[src/rtl/prbs_tx_par_pkg.sv]
// rtl/prbs_tx_par_pkg.sv - PRBS polynomial table, state encoding and mask helpers
package prbs_pkg;

  localparam int PRBS_W = 31;

  localparam logic [2:0] TYPE_PRBS7  = 3'd0;
  localparam logic [2:0] TYPE_PRBS9  = 3'd1;
  localparam logic [2:0] TYPE_PRBS15 = 3'd2;
  localparam logic [2:0] TYPE_PRBS23 = 3'd3;
  localparam logic [2:0] TYPE_PRBS31 = 3'd4;

  typedef enum logic [1:0] {
    ST_IDLE  = 2'd0,
    ST_RUN   = 2'd1,
    ST_DRAIN = 2'd2
  } state_t;

  // Active register length and the two 1-based feedback taps
  typedef struct packed {
    logic [4:0] len;
    logic [4:0] tap_a;
    logic [4:0] tap_b;
  } poly_t;

  // Register length per type; unused codes fall back to PRBS7
  function automatic logic [4:0] poly_len(input logic [2:0] ptype);
    logic [4:0] l;
    case (ptype)
      TYPE_PRBS7:  l = 5'd7;
      TYPE_PRBS9:  l = 5'd9;
      TYPE_PRBS15: l = 5'd15;
      TYPE_PRBS23: l = 5'd23;
      TYPE_PRBS31: l = 5'd31;
      default:     l = 5'd7;
    endcase
    return l;
  endfunction

  // Every supported polynomial has its leading tap at x^L, so tap_a equals the length
  function automatic poly_t poly_cfg(input logic [2:0] ptype);
    poly_t p;
    p.len   = poly_len(ptype);
    p.tap_a = p.len;
    case (ptype)
      TYPE_PRBS9:  p.tap_b = 5'd5;
      TYPE_PRBS15: p.tap_b = 5'd14;
      TYPE_PRBS23: p.tap_b = 5'd18;
      TYPE_PRBS31: p.tap_b = 5'd28;
      default:     p.tap_b = 5'd6;
    endcase
    return p;
  endfunction

  // Low `len` bits set; one extra bit of headroom keeps len=31 exact
  function automatic logic [PRBS_W-1:0] len_mask(input logic [4:0] len);
    logic [PRBS_W:0] one;
    logic [PRBS_W:0] m;
    one    = '0;
    one[0] = 1'b1;
    m      = (one << len) - one;
    return m[PRBS_W-1:0];
  endfunction

endpackage

[src/rtl/prbs_tx_par_if.sv]
// rtl/prbs_tx_par_if.sv - valid/ready word stream between PRBS source and sink
interface prbs_tx_par_if #(
  parameter int DATA_W = 8
) ();
  logic [DATA_W-1:0] dout;
  logic              dout_vld;
  logic              dout_rdy;

  modport master (output dout, output dout_vld, input dout_rdy);
  modport slave  (input dout, input dout_vld, output dout_rdy);
endinterface

[src/rtl/prbs_tx_par_lfsr_step_n.sv]
// rtl/prbs_tx_par_lfsr_step_n.sv - combinational N-step Fibonacci LFSR unroll
module prbs_lfsr_step_n
  import prbs_pkg::*;
#(
  parameter int N = 8
) (
  input  logic [PRBS_W-1:0] state_in,
  input  logic [2:0]        ptype,
  output logic [PRBS_W-1:0] state_out,
  output logic [N-1:0]      word
);

  poly_t             cfg;
  logic [PRBS_W-1:0] mask;
  logic [PRBS_W-1:0] s;
  logic              nb;

  // Walk N single steps; each feedback bit is also that step's output, first bit to the MSB
  always_comb begin
    cfg  = poly_cfg(ptype);
    mask = len_mask(cfg.len);
    s    = state_in;
    nb   = 1'b0;
    word = '0;
    for (int i = 0; i < N; i++) begin
      nb          = s[cfg.tap_a - 5'd1] ^ s[cfg.tap_b - 5'd1];
      word[N-1-i] = nb;
      s           = {s[PRBS_W-2:0], nb} & mask;
    end
    state_out = s;
  end

endmodule

[src/rtl/prbs_tx_par.sv]
// rtl/prbs_tx_par.sv - run-time selectable PRBS word transmitter with error injection
module prbs_tx_par
  import prbs_pkg::*;
#(
  parameter int DATA_W = 8
) (
  input  logic              clk,
  input  logic              rst,
  input  logic              prbs_en,
  input  logic [2:0]        prbs_type,
  input  logic [PRBS_W-1:0] seed,
  input  logic              inj_err,
  prbs_tx_par_if.master     tx,
  output logic              busy,
  output logic [31:0]       word_cnt,
  output logic [15:0]       inj_cnt
);

  state_t            state;
  logic              en_q;
  logic [2:0]        ptype_q;
  logic [PRBS_W-1:0] lfsr;
  logic [PRBS_W-1:0] lfsr_nxt;
  logic [PRBS_W-1:0] start_mask;
  logic [PRBS_W-1:0] seed_masked;
  logic [PRBS_W-1:0] seed_ld;
  logic [DATA_W-1:0] word;
  logic [DATA_W-1:0] word_inj;
  logic              inj_pend;
  logic              en_rise;
  logic              load;
  logic              accept;
  logic              inj_fire;

  prbs_lfsr_step_n #(.N(DATA_W)) u_step (
    .state_in  (lfsr),
    .ptype     (ptype_q),
    .state_out (lfsr_nxt),
    .word      (word)
  );

  // Seed conditioning for the selected length, and MSB flip of the next word when an error is pending
  always_comb begin
    start_mask            = len_mask(poly_len(prbs_type));
    seed_masked           = seed & start_mask;
    seed_ld               = (seed_masked == '0) ? start_mask : seed_masked;
    word_inj              = word;
    word_inj[DATA_W-1]    = word[DATA_W-1] ^ inj_pend;
  end

  assign en_rise  = prbs_en & ~en_q;
  assign accept   = tx.dout_vld & tx.dout_rdy;
  assign load     = (state == ST_RUN) & prbs_en & (~tx.dout_vld | tx.dout_rdy);
  assign inj_fire = load & inj_pend;

  // Run-control FSM together with the LFSR, output register and pending-injection flag
  always_ff @(posedge clk or negedge rst) begin
    if (!rst) begin
      state       <= ST_IDLE;
      busy        <= 1'b0;
      en_q        <= 1'b0;
      ptype_q     <= TYPE_PRBS7;
      lfsr        <= '1;
      inj_pend    <= 1'b0;
      tx.dout     <= '0;
      tx.dout_vld <= 1'b0;
    end else begin
      en_q <= prbs_en;
      case (state)
        ST_IDLE: begin
          if (en_rise) begin
            state    <= ST_RUN;
            busy     <= 1'b1;
            ptype_q  <= prbs_type;
            lfsr     <= seed_ld;
            inj_pend <= 1'b0;
          end
        end
        ST_RUN: begin
          if (inj_err) inj_pend <= 1'b1;
          if (prbs_en) begin
            if (load) begin
              tx.dout     <= word_inj;
              tx.dout_vld <= 1'b1;
              lfsr        <= lfsr_nxt;
              // Consuming the flag wins over a same-cycle pulse: that pulse merges into this error
              if (inj_pend) inj_pend <= 1'b0;
            end
          end else if (tx.dout_vld && !tx.dout_rdy) begin
            state <= ST_DRAIN;
          end else begin
            state       <= ST_IDLE;
            busy        <= 1'b0;
            tx.dout_vld <= 1'b0;
          end
        end
        ST_DRAIN: begin
          if (tx.dout_rdy) begin
            state       <= ST_IDLE;
            busy        <= 1'b0;
            tx.dout_vld <= 1'b0;
          end
        end
        default: begin
          state       <= ST_IDLE;
          busy        <= 1'b0;
          tx.dout_vld <= 1'b0;
        end
      endcase
    end
  end

  // Accepted-word counter (wrapping) and injected-error counter (saturating), cleared at run start
  always_ff @(posedge clk or negedge rst) begin
    if (!rst) begin
      word_cnt <= '0;
      inj_cnt  <= '0;
    end else if (state == ST_IDLE && en_rise) begin
      word_cnt <= '0;
      inj_cnt  <= '0;
    end else begin
      if (accept) word_cnt <= word_cnt + 32'd1;
      if (inj_fire && inj_cnt != 16'hFFFF) inj_cnt <= inj_cnt + 16'd1;
    end
  end

endmodule

[src/flat_wrapper.sv]
// flat-port wrapper written by rule: the top's interface ports become plain ports
module prbs_tx_par_flat import prbs_pkg::*;
#(
  parameter int DATA_W = 8
)
  (clk, rst, prbs_en, prbs_type, seed, inj_err, busy, word_cnt, inj_cnt, tx_dout, tx_dout_vld, tx_dout_rdy);
  prbs_tx_par_if #(.DATA_W(DATA_W)) tx_i ();
  input  logic clk;
  input  logic rst;
  input  logic prbs_en;
  input  logic [2:0] prbs_type;
  input  logic [PRBS_W-1:0] seed;
  input  logic inj_err;
  output logic busy;
  output logic [31:0] word_cnt;
  output logic [15:0] inj_cnt;
  output wire logic [$bits(tx_i.dout)-1:0] tx_dout;
  output wire logic [$bits(tx_i.dout_vld)-1:0] tx_dout_vld;
  input wire logic [$bits(tx_i.dout_rdy)-1:0] tx_dout_rdy;
  assign tx_dout = tx_i.dout;
  assign tx_dout_vld = tx_i.dout_vld;
  assign tx_i.dout_rdy = tx_dout_rdy;
  prbs_tx_par #(.DATA_W(DATA_W)) u_core (.clk(clk), .rst(rst), .prbs_en(prbs_en), .prbs_type(prbs_type), .seed(seed), .inj_err(inj_err), .tx(tx_i), .busy(busy), .word_cnt(word_cnt), .inj_cnt(inj_cnt));
endmodule
[config.mk]
export PLATFORM = sky130hd
export DESIGN_NAME = prbs_tx_par_flat
export DESIGN_NICKNAME = d
export VERILOG_FILES = /design/src/rtl/prbs_tx_par_pkg.sv /design/src/rtl/prbs_tx_par_if.sv /design/src/rtl/prbs_tx_par_lfsr_step_n.sv /design/src/rtl/prbs_tx_par.sv /design/src/flat_wrapper.sv
export SDC_FILE = /design/constraint.sdc
export NUM_CORES = 1
export LEC_CHECK = 0
export ABC_AREA = 1
export CAP_MARGIN = 20
export CORE_UTILIZATION = 55
export DETAILED_ROUTE_END_ITERATION = 6
export HOLD_SLACK_MARGIN = 0.02
export PLACE_DENSITY = 0.86
export SLEW_MARGIN = 20
export SYNTH_ARGS = -nofsm -noshare
export SYNTH_HDL_FRONTEND = slang
export SYNTH_SLANG_ARGS = --single-unit
[constraint.sdc]
create_clock -name clk -period 10.1 [get_ports clk]
set_input_delay 2.02 -clock clk [delete_from_list [all_inputs] [get_ports clk]]
set_output_delay 2.02 -clock clk [all_outputs]
set_load 0.03 [all_outputs]
==> Yosys cells after proc, flatten, opt, wreduce, memory -nomap -nowiden <==
Cells that the tools add are included.
{ "word_totals": {"output_inout_bits": 58, "regBits": 96, "elab_cells": 145, "input_bits": 39} }
{ "classes": {"muxes": 63, "shift": 2, "order_cmp": 2, "n_reduce_logical": 16, "eq_ne": 19, "add_sub_neg": 6, "n_bitwise": 27} }
{ "op_table": {"columns": ["cell", "count"], "rows": [
  ["bitwise AND 31 bit", 9],
  ["2-to-1 mux 31 bit", 4],
  ["binary-select mux 1 bit (select 5 bit)", 16],
  ["2-to-1 mux 32 bit", 2],
  ["case mux 31 bit (2 select lines)", 1],
  ["left shift 1 x 5 -> 31 bit, first input constant", 2],
  ["subtractor 31 x 1 -> 31 bit, second input constant", 2],
  ["case mux 5 bit (4 select lines)", 3],
  ["adder 32 x 1 -> 32 bit, second input constant", 1],
  ["2-to-1 mux 16 bit", 2],
  ["logical NOT 31 bit", 1],
  ["2-to-1 mux 1 bit", 27],
  ["adder 16 x 1 -> 16 bit, second input constant", 1],
  ["!= test 16 bit, second input constant", 1],
  ["== test 3 x 2 -> 1 bit, second input constant", 4],
  ["less-than comparator 5 x 6 -> 1 bit, second input constant", 2],
  ["AND reduction 4 bit", 3],
  ["subtractor 5 x 1 -> 5 bit, second input constant", 2],
  ["bitwise XOR 1 bit", 9],
  ["2-to-1 mux 2 bit", 4],
  ["!= test 2 bit, second input constant", 4],
  ["== test 3 x 1 -> 1 bit, second input constant", 2],
  ["== test 3 bit, second input constant", 2],
  ["case mux 1 bit (3 select lines)", 2],
  ["other kinds (16)", 29]
]} }

==> Logic depth before layout (Yosys ltp) <==
Gate-level depths: netlist of the first run.
{ "logic_depth": {"word_depth": 38, "depth_mapped": 72, "ltp_nobuf": 70} }

==> Hierarchy <==
Synthesis of the first run repeated with hierarchy kept, for this count alone.
{ "hier_totals": {"cells_unflattened": 1364, "area_unflattened_um2": 8483.1} }
{ "by_module_without_submodules": {"columns": ["mod", "area_per_inst_um2", "cells_each", "instances", "seq_area_each_um2"], "rows": [
  ["prbs_tx_par", 5688.0, 808, 1, 2441.1],
  ["prbs_lfsr_step_n", 2795.2, 556, 1, 0.0]
]} }

==> Worst setup path after synthesis of the first run <==
Ideal clock, no wire load.
{ "synth_path": {"kind": "register to register", "start": "register u_core.ptype_q[1]", "end": "register u_core.tx.dout[0]", "required_time_ps": 9983, "setup_slack_ps": 4805, "path_stages_with_launch": 67, "arrival_time_ps": 5178, "n_path_buf": 6, "period_less_slack_ps": 5295, "setup_ps": 117, "cell_sequence": "dfrtp_1 -> inv_2 -> buf_6 -> nand3_4 -> buf_6 -> buf_6 -> buf_6 -> buf_6 -> ha_1 -> buf_4 -> clkinv_1 -> o21ai_1 -> nand3_1 -> nand3_1 -> nand3_2 -> nand3_1 -> nand3_1 -> nand2_2 -> (+31 left out) -> nand2_1 -> nand3_1 -> nand2_1 -> nand2_1 -> nand2_1 -> nand2_1 -> nand2_1 -> nand3_1 -> nand3_1 -> nand2_1 -> nand2_1 -> nand2_1 -> nand2_1 -> nand2_1 -> nand2_1 -> nand2_1 -> nand2_1 -> nand2_1"} }
{ "synth_between": {"elab_chain_len": 34, "elab_cells_between_ends": 57, "classes_between": "add/sub (3); eq/ne (4); shift (1); mux (34); bitwise (15)"} }
{ "synth_lines": {"columns": ["item", "line_no", "text"], "rows": [
  ["start: declaration", "prbs_tx_par.sv:21", "logic [2:0] ptype_q;"],
  ["start signal: assignment", "prbs_tx_par.sv:74", "ptype_q <= prbs_type;"],
  ["== test 3 bit (tied with other cells)", "prbs_tx_par_pkg.sv:28, prbs_tx_par_pkg.sv:44", null],
  ["case mux 5 bit (4 select lines) (on tied branches)", "prbs_tx_par_pkg.sv:28, prbs_tx_par_pkg.sv:44", null],
  ["subtractor 5 x 1 -> 5 bit", "prbs_tx_par_lfsr_step_n.sv:26", "nb = s[cfg.tap_a - 5'd1] ^ s[cfg.tap_b - 5'd1];"],
  ["binary-select mux 1 bit (select 5 bit)", "prbs_tx_par_lfsr_step_n.sv:26", null],
  ["2-to-1 mux 1 bit (not written as such)", "prbs_tx_par_lfsr_step_n.sv:26", null],
  ["bitwise XOR 1 bit", "prbs_tx_par_lfsr_step_n.sv:26", null],
  ["bitwise AND 31 bit", "prbs_tx_par_lfsr_step_n.sv:28", "s = {s[PRBS_W-2:0], nb} & mask;"],
  ["binary-select mux 1 bit (select 5 bit)", "prbs_tx_par_lfsr_step_n.sv:26", null],
  ["(+18 left out)", null, null],
  ["bitwise AND 31 bit", "prbs_tx_par_lfsr_step_n.sv:28", null],
  ["binary-select mux 1 bit (select 5 bit)", "prbs_tx_par_lfsr_step_n.sv:26", null],
  ["2-to-1 mux 1 bit (not written as such)", "prbs_tx_par_lfsr_step_n.sv:26", null],
  ["bitwise XOR 1 bit", "prbs_tx_par_lfsr_step_n.sv:26", null],
  ["bitwise AND 31 bit", "prbs_tx_par_lfsr_step_n.sv:28", null],
  ["binary-select mux 1 bit (select 5 bit)", "prbs_tx_par_lfsr_step_n.sv:26", null],
  ["2-to-1 mux 1 bit (not written as such)", "prbs_tx_par_lfsr_step_n.sv:26", null],
  ["bitwise XOR 1 bit *", "prbs_tx_par_lfsr_step_n.sv:26", null],
  ["end signal: assignment", "prbs_tx_par.sv:83", "tx.dout <= word_inj;"],
  ["end: declaration", "prbs_tx_par_if.sv:9", "modport master (output dout, output dout_vld, input dout_rdy);"]
]} }
Every way passes the cells marked *; elsewhere a longest branch is shown, timed or not. The select of a mux whose other input is x is not followed.
A chain may end at the register's enable or synchronous reset.

==> Worst setup path in the final report of the first run <==
{ "layout_path": {"start": "register u_core.ptype_q[0]", "end": "register u_core.tx.dout[0]"} }
Same word-level chain as after synthesis.

==> flow_summary.yaml, run 1 <==
status:
  status: "finished, final reports clean"
yosys:
  yosysMostFrequentCell: "nand2_1"
  synth_xor_area_frac: 0.00239
  synth_flop_cell: "dfrtp_1"
  synthesis.area_mm2: 0.00734
  synthMuxAreaShare: 0
  ys_top_cells_by_area: "dfrtp_1, nand2_1, dfstp_2"
  synth.distinct_cells: 55
  synthArstFlopShare: 1.00
  synth_top_family_by_area: "simple AND/OR/NAND/NOR gates"
  synth_cells: 1106
  synthTopCellsByCount: "nand2_1, inv_1, o21ai_0"
  synth_compound_area_frac: 0.209
  synthAdderAreaFrac: 0.00852
  ys_seq_area_frac: 0.332
  synth_edf_count: 0
  synth_top_area_share: 0.222
  synth_simple_gate_area_frac: 0.328
  avgSynthCellArea_um2: 6.64
  synth_top_area_cell: "dfrtp_1"
  yosysWarnings: 0
  ys_ff_latch: 96
sta:
  tightest_slew_ns: 0.972
  relSlewSlack: 0.351
  clock_skew_ns: 0.0101
  fin_crit_ns: 7.20
  setup_tns_ns: 0
  rsz0062_at_grt: "false"
  fmax_ghz: 0.139
  period_share: 0.713
  setup_viol: 0
  hold_viol_final: 0
  slew_viol_final: 0
  timing.final.ws_setup_ns: 2.90
finish:
  antenna_cells: 0
  stdcell_count: 1353
  area_growth_pct: 16.4
  drive_gt1_frac: 0.0847
  nNetsFinal: 1220
  utilization: 0.667
clock_tree:
  cts_sinks: 96
  cts_tree: "built"
  clockBufferDepth: 2
  cts_buffers: 9
  path_clk_slew_ns: 0.07
  clock_latency_ns: 0.36
  cts_setup_buffers: 0
  htree_levels: 3
  clockRootBuffer: "clkbuf_16"
  hold_buffers: 0
  cts_resized: 0
floorplanning:
  chipWidth_um: 118
  die_h_um: 118
  start_util: 0.573
  core_area_mm2: 0.0128
  row_count: 41
  num_io_pins: 97
  die_area_mm2: 0.0138
global_routing:
  grt_max_degree: 50
  antenna_found_initial: 0
  overflow: 0
  grt_pass1_vias: 7516
  grt_usage: 0.363
  grt_pass1_wl_um: 39600
setup_path:
  critPathMaxStageDelay_ns: 0.54
  rr_endpoint: "u_core.tx.dout[0]"
  crit_family: "simple AND/OR/NAND/NOR gates"
  cp_max_fo: 44
  endpoint_kind: "register"
  cp.depth: 67
  cp_data_required_time_ns: 10.34
  rr_worst_depth: 67
  r2r_start: "u_core.ptype_q[0]"
  critical_path_class: "register to register"
  reg2reg_setup_slack_ns: 2.90
  crit_buf_inv: 6
  crit_top_cell: "nand2_1"
  cp.arrival_ns: 7.44
  slowest_stage: "dfrtp_1"
  critPathLaunchType: "register"
detailed_routing:
  wl_um: 25000
  avgViaCountPerCell: 6.13
  ant_nets: 0
  drt_iter0_markers: 1171
  drc: 0
  firstDrtPassIters: 6
  route.vias.total: 8298
  wl_per_cell_um: 18.5
place:
  gp_congestion: 1.01
  numPortBuffers: 96
  place_inst: 1337
  dp_hpwl_um: 18600
  post-place-ws_ns: 3.12
worst_hold_path:
  hp-start: "u_core.lfsr[0]"
  holdCritPathClass: "register to register"
  holdPathEnd: "u_core.lfsr[0]"
  whs_path_depth: 2
power:
  p_per_area_mw_per_mm2: 386
  total_power_mw: 3.30
  vdd_ir_drop_max_mv: 0.340
  power.leakage_nw: 3.69
run:
  maxCapViolCount: 0
==> worst reg2reg max path, delay by kind of cell (launching register included) <==
kind,cells,cell delay [ns]
flip-flops,1,0.54
adder cells (fa/ha/maj),1,0.27
AND/OR/NAND/NOR,58,4.79
buffers and inverters,6,1.30
AO/OA/AOI/OAI,2,0.22
==> metal layers <==
layer | vias to the layer above | routed length (um) | GRT usage
li1 | 3859 | - | -
met4 | 0 | 603 | 0.129
met1 | 3879 | 10900 | 0.517
met2 | 506 | 10700 | 0.526
met3 | 54 | 2780 | 0.0979
met5 | - | 0 | 0
==> power breakdown <==
part           internal, mW  switching (mW)
Combinational         0.688            1.67
Clock                 0.176           0.160
Sequential            0.517          0.0914
==> placed cells by master, fill, tap and decap left out, drive strengths merged, types with 11 or more instances in the layout <==
cell / instances
clkdlybuf4s50: 95
inv: 148
nand3: 89
o211ai: 17
nand4: 15
dfstp: 31
clkbuf: 11
nor2: 117
dfrtp: 65
o21ai: 117
a21oi: 64
nor3: 34
nand2: 278
==> per-stage QoR <==
step / hold slack, ns / instance area [um2]
finish: 0.482 / 8550
global placement: 0.463 / 8270
CTS: 0.480 / 8550
floorplan: 0.447 / 7350
global route: 0.487 / 8550
detailed placement: 0.469 / 8270
==> how the worst max path moves through the flow <==
stage / slack (ns) / start / to
final: 2.90 / u_core.ptype_q[0] / u_core.tx.dout[0]
after global routing: 2.05 / u_core.ptype_q[0] / u_core.tx.dout[0]
after CTS: 3.09 / u_core.ptype_q[0] / u_core.tx.dout[0]
after detailed placement: 3.12 / u_core.ptype_q[0] / u_core.tx.dout[0]
after global placement: 3.37 / u_core.ptype_q[0] / u_core.tx.dout[0]
after floorplan: 4.80 / u_core.ptype_q[1] / u_core.tx.dout[0]
==> cells by family (layout without fill, tap and decap cells) <==
| kind of cell | count (synthesis) | in the layout |
|---|---|---|
| other | 1 | 2 |
| adder cells (fa/ha/maj) | 5 | 5 |
| XOR/XNOR | 2 | 2 |
| flip-flops | 96 | 96 |
| AND/OR/NAND/NOR | 547 | 547 |
| AO/OA/AOI/OAI | 261 | 261 |
| buffers and inverters | 194 | 268 |
==> sequential cells by signal, summed over array words and instances (netlist names) <==
name,flops
u_core.tx.dout,8
u_core.inj_cnt,16
u_core.lfsr,31
u_core.ptype_q,3
u_core.en_q,1
u_core.state,2
u_core.tx.dout_vld,1
u_core.word_cnt,32
u_core.inj_pend,1
u_core.busy,1
==> final cells by class <==
type | count | area [um2]
Fill cell | 1175 | 4280
Timing Repair Buffer | 104 | 1020
Sequential cell | 96 | 2440
Multi-Input combinational cell | 817 | 4030
Clock inverter | 5 | 40.0
Tap cell | 172 | 215
Inverter | 148 | 561
Clock buffer | 11 | 243
Power figures use the tool's default switching activity.
==> run 2: changes to the inputs <==
- clock period: 10.1 -> 7.06 ns (I/O delays scaled with it)
==> run 2 against run 1 <==
Net effect:
- core utilization increased by 0.67 points
- critical path type unchanged
- largest cell class unchanged
- register-to-register slack got worse by 2.3 ns
- critical path depth decreased by 1
- sequential share of layout area is 0.29 points lower
- clock power rose by 44%
- die area stayed put
==> flow_summary.yaml, run 2 (synthesis gave the netlist of run 1 again) <==
clock_tree:
  path_clk_slew_ns: 0.08
  htree_levels: 3
  clockBufferDepth: 2
  cts_tree: "built"
  clock_latency_ns: 0.36
  cts_sinks: 96
  hold_buffers: 0
  clockRootBuffer: "clkbuf_16"
  cts_buffers: 9
sta:
  hold_viol_final: 0
  fin_crit_ns: 6.43
  timing.final.ws_setup_ns: 0.625
  setup_tns_ns: 0
  relSlewSlack: 0.357
  slew_viol_final: 0
  fmax_ghz: 0.155
  clock_skew_ns: 0.0162
  setup_viol: 0
  period_share: 0.911
  tightest_slew_ns: 0.964
power:
  p_per_area_mw_per_mm2: 564
  power.leakage_nw: 3.73
  vdd_ir_drop_max_mv: 0.429
global_routing:
  grt_max_degree: 52
  overflow: 0
  grt_pass1_wl_um: 40800
  antenna_found_initial: 0
  grt_pass1_vias: 7590
  grt_usage: 0.376
floorplanning:
  die_h_um: 118
  core_area_mm2: 0.0128
  num_io_pins: 97
  row_count: 41
  chipWidth_um: 118
  die_area_mm2: 0.0138
  start_util: 0.573
finish:
  final_common_cell: "nand2_1"
  layout_common_cells: "nand2_1, inv_1, o21ai_0"
  drive_gt1_frac: 0.0910
  antenna_cells: 0
  largest_reg_flops: 32
  nNetsFinal: 1226
  reg_top3: "u_core.word_cnt (32), u_core.lfsr (31), u_core.inj_cnt (16)"
  top_register: "u_core.word_cnt"
  n_fill_cell: 1121
  area_growth_pct: 17.6
  stdcell_count: 1359
place:
  numPortBuffers: 96
  dp_hpwl_um: 19300
  post-place-ws_ns: 0.633
  place_inst: 1342
  gp_congestion: 1.05
detailed_routing:
  route.vias.total: 8364
  wl_per_cell_um: 19.1
  avgViaCountPerCell: 6.15
  ant_nets: 0
  drc: 0
  drt_iter0_markers: 1004
  wl_um: 26000
  firstDrtPassIters: 7
setup_path:
  endpoint_kind: "register"
  critPathLaunchType: "register"
  crit_family: "simple AND/OR/NAND/NOR gates"
  cp_data_required_time_ns: 7.36
  crit_buf_inv: 5
  critPathMaxStageDelay_ns: 0.54
  crit_top_cell: "nand2_1"
  slowest_stage: "dfrtp_1"
  cp.arrival_ns: 6.73
  critical_path_class: "register to register"
  cp_max_fo: 26
status:
  status: "finished, final reports clean"
worst_hold_path:
  holdCritPathClass: "register to register"
run:
  maxCapViolCount: 0
## run 2: worst paths after layout
kind	to	from	cells past startpoint	slack, ns
max	u_core.lfsr[0]	u_core.ptype_q[0]	66	0.63
min	u_core.lfsr[0]	u_core.lfsr[0]	2	0.48
max reg2reg	u_core.lfsr[0]	u_core.ptype_q[0]	66	0.63
min reg2reg	u_core.lfsr[0]	u_core.lfsr[0]	2	0.48
max in group asynchronous	u_core.word_cnt[1]	rst	2	4.97
min in group asynchronous	u_core.word_cnt[16]	rst	1	1.04
## run 2: area by class of cell
cell class / instances / area [um2] / area share
well taps: 172 / 215 / 0.0249
flip-flops and latches: 96 / 2440 / 0.283
repair buffers: 110 / 1090 / 0.126
inverters: 148 / 572 / 0.0662
clock buffers: 9 / 225 / 0.0261
clock inverters: 7 / 62.6 / 0.00724
multi-input cells: 817 / 4030 / 0.467
## run 2: power by group
group          total [mW]  internal, mW  switching [mW]
Combinational        3.51          1.05            2.46
Sequential          0.869         0.739           0.130
Clock               0.485         0.245           0.239
Total                4.87          2.04            2.83
## run 2: worst min-delay path: stages, from the launching register on
cell and delay (ns):
dfstp_2 0.37, nand2_1 0.06, nand2_1 0.05
## run 2: what timing repair did
action	4_1_cts	5_1_grt
endpoints found under the setup margin	0	3
setup buffers	0	1
resized for setup	0	8
## run 2: through the flow
stage	util	hold slack (ns)	cell area (um2)	total power, mW
6_report	0.673	0.476	8640	4.87
5_1_grt	0.673	0.506	8640	5.20
4_1_cts	0.671	0.478	8600	4.67
3_5_place_dp	0.648	0.465	8320	4.17
3_3_place_gp	0.648	0.458	8320	4.17
2_1_floorplan	-	0.447	7350	3.37
## run 2: metal layers
metal | track usage | part of all wire
met5 | 0 | 0
met4 | 0.0994 | 0.022
met3 | 0.120 | 0.12
met2 | 0.541 | 0.43
met1 | 0.539 | 0.43
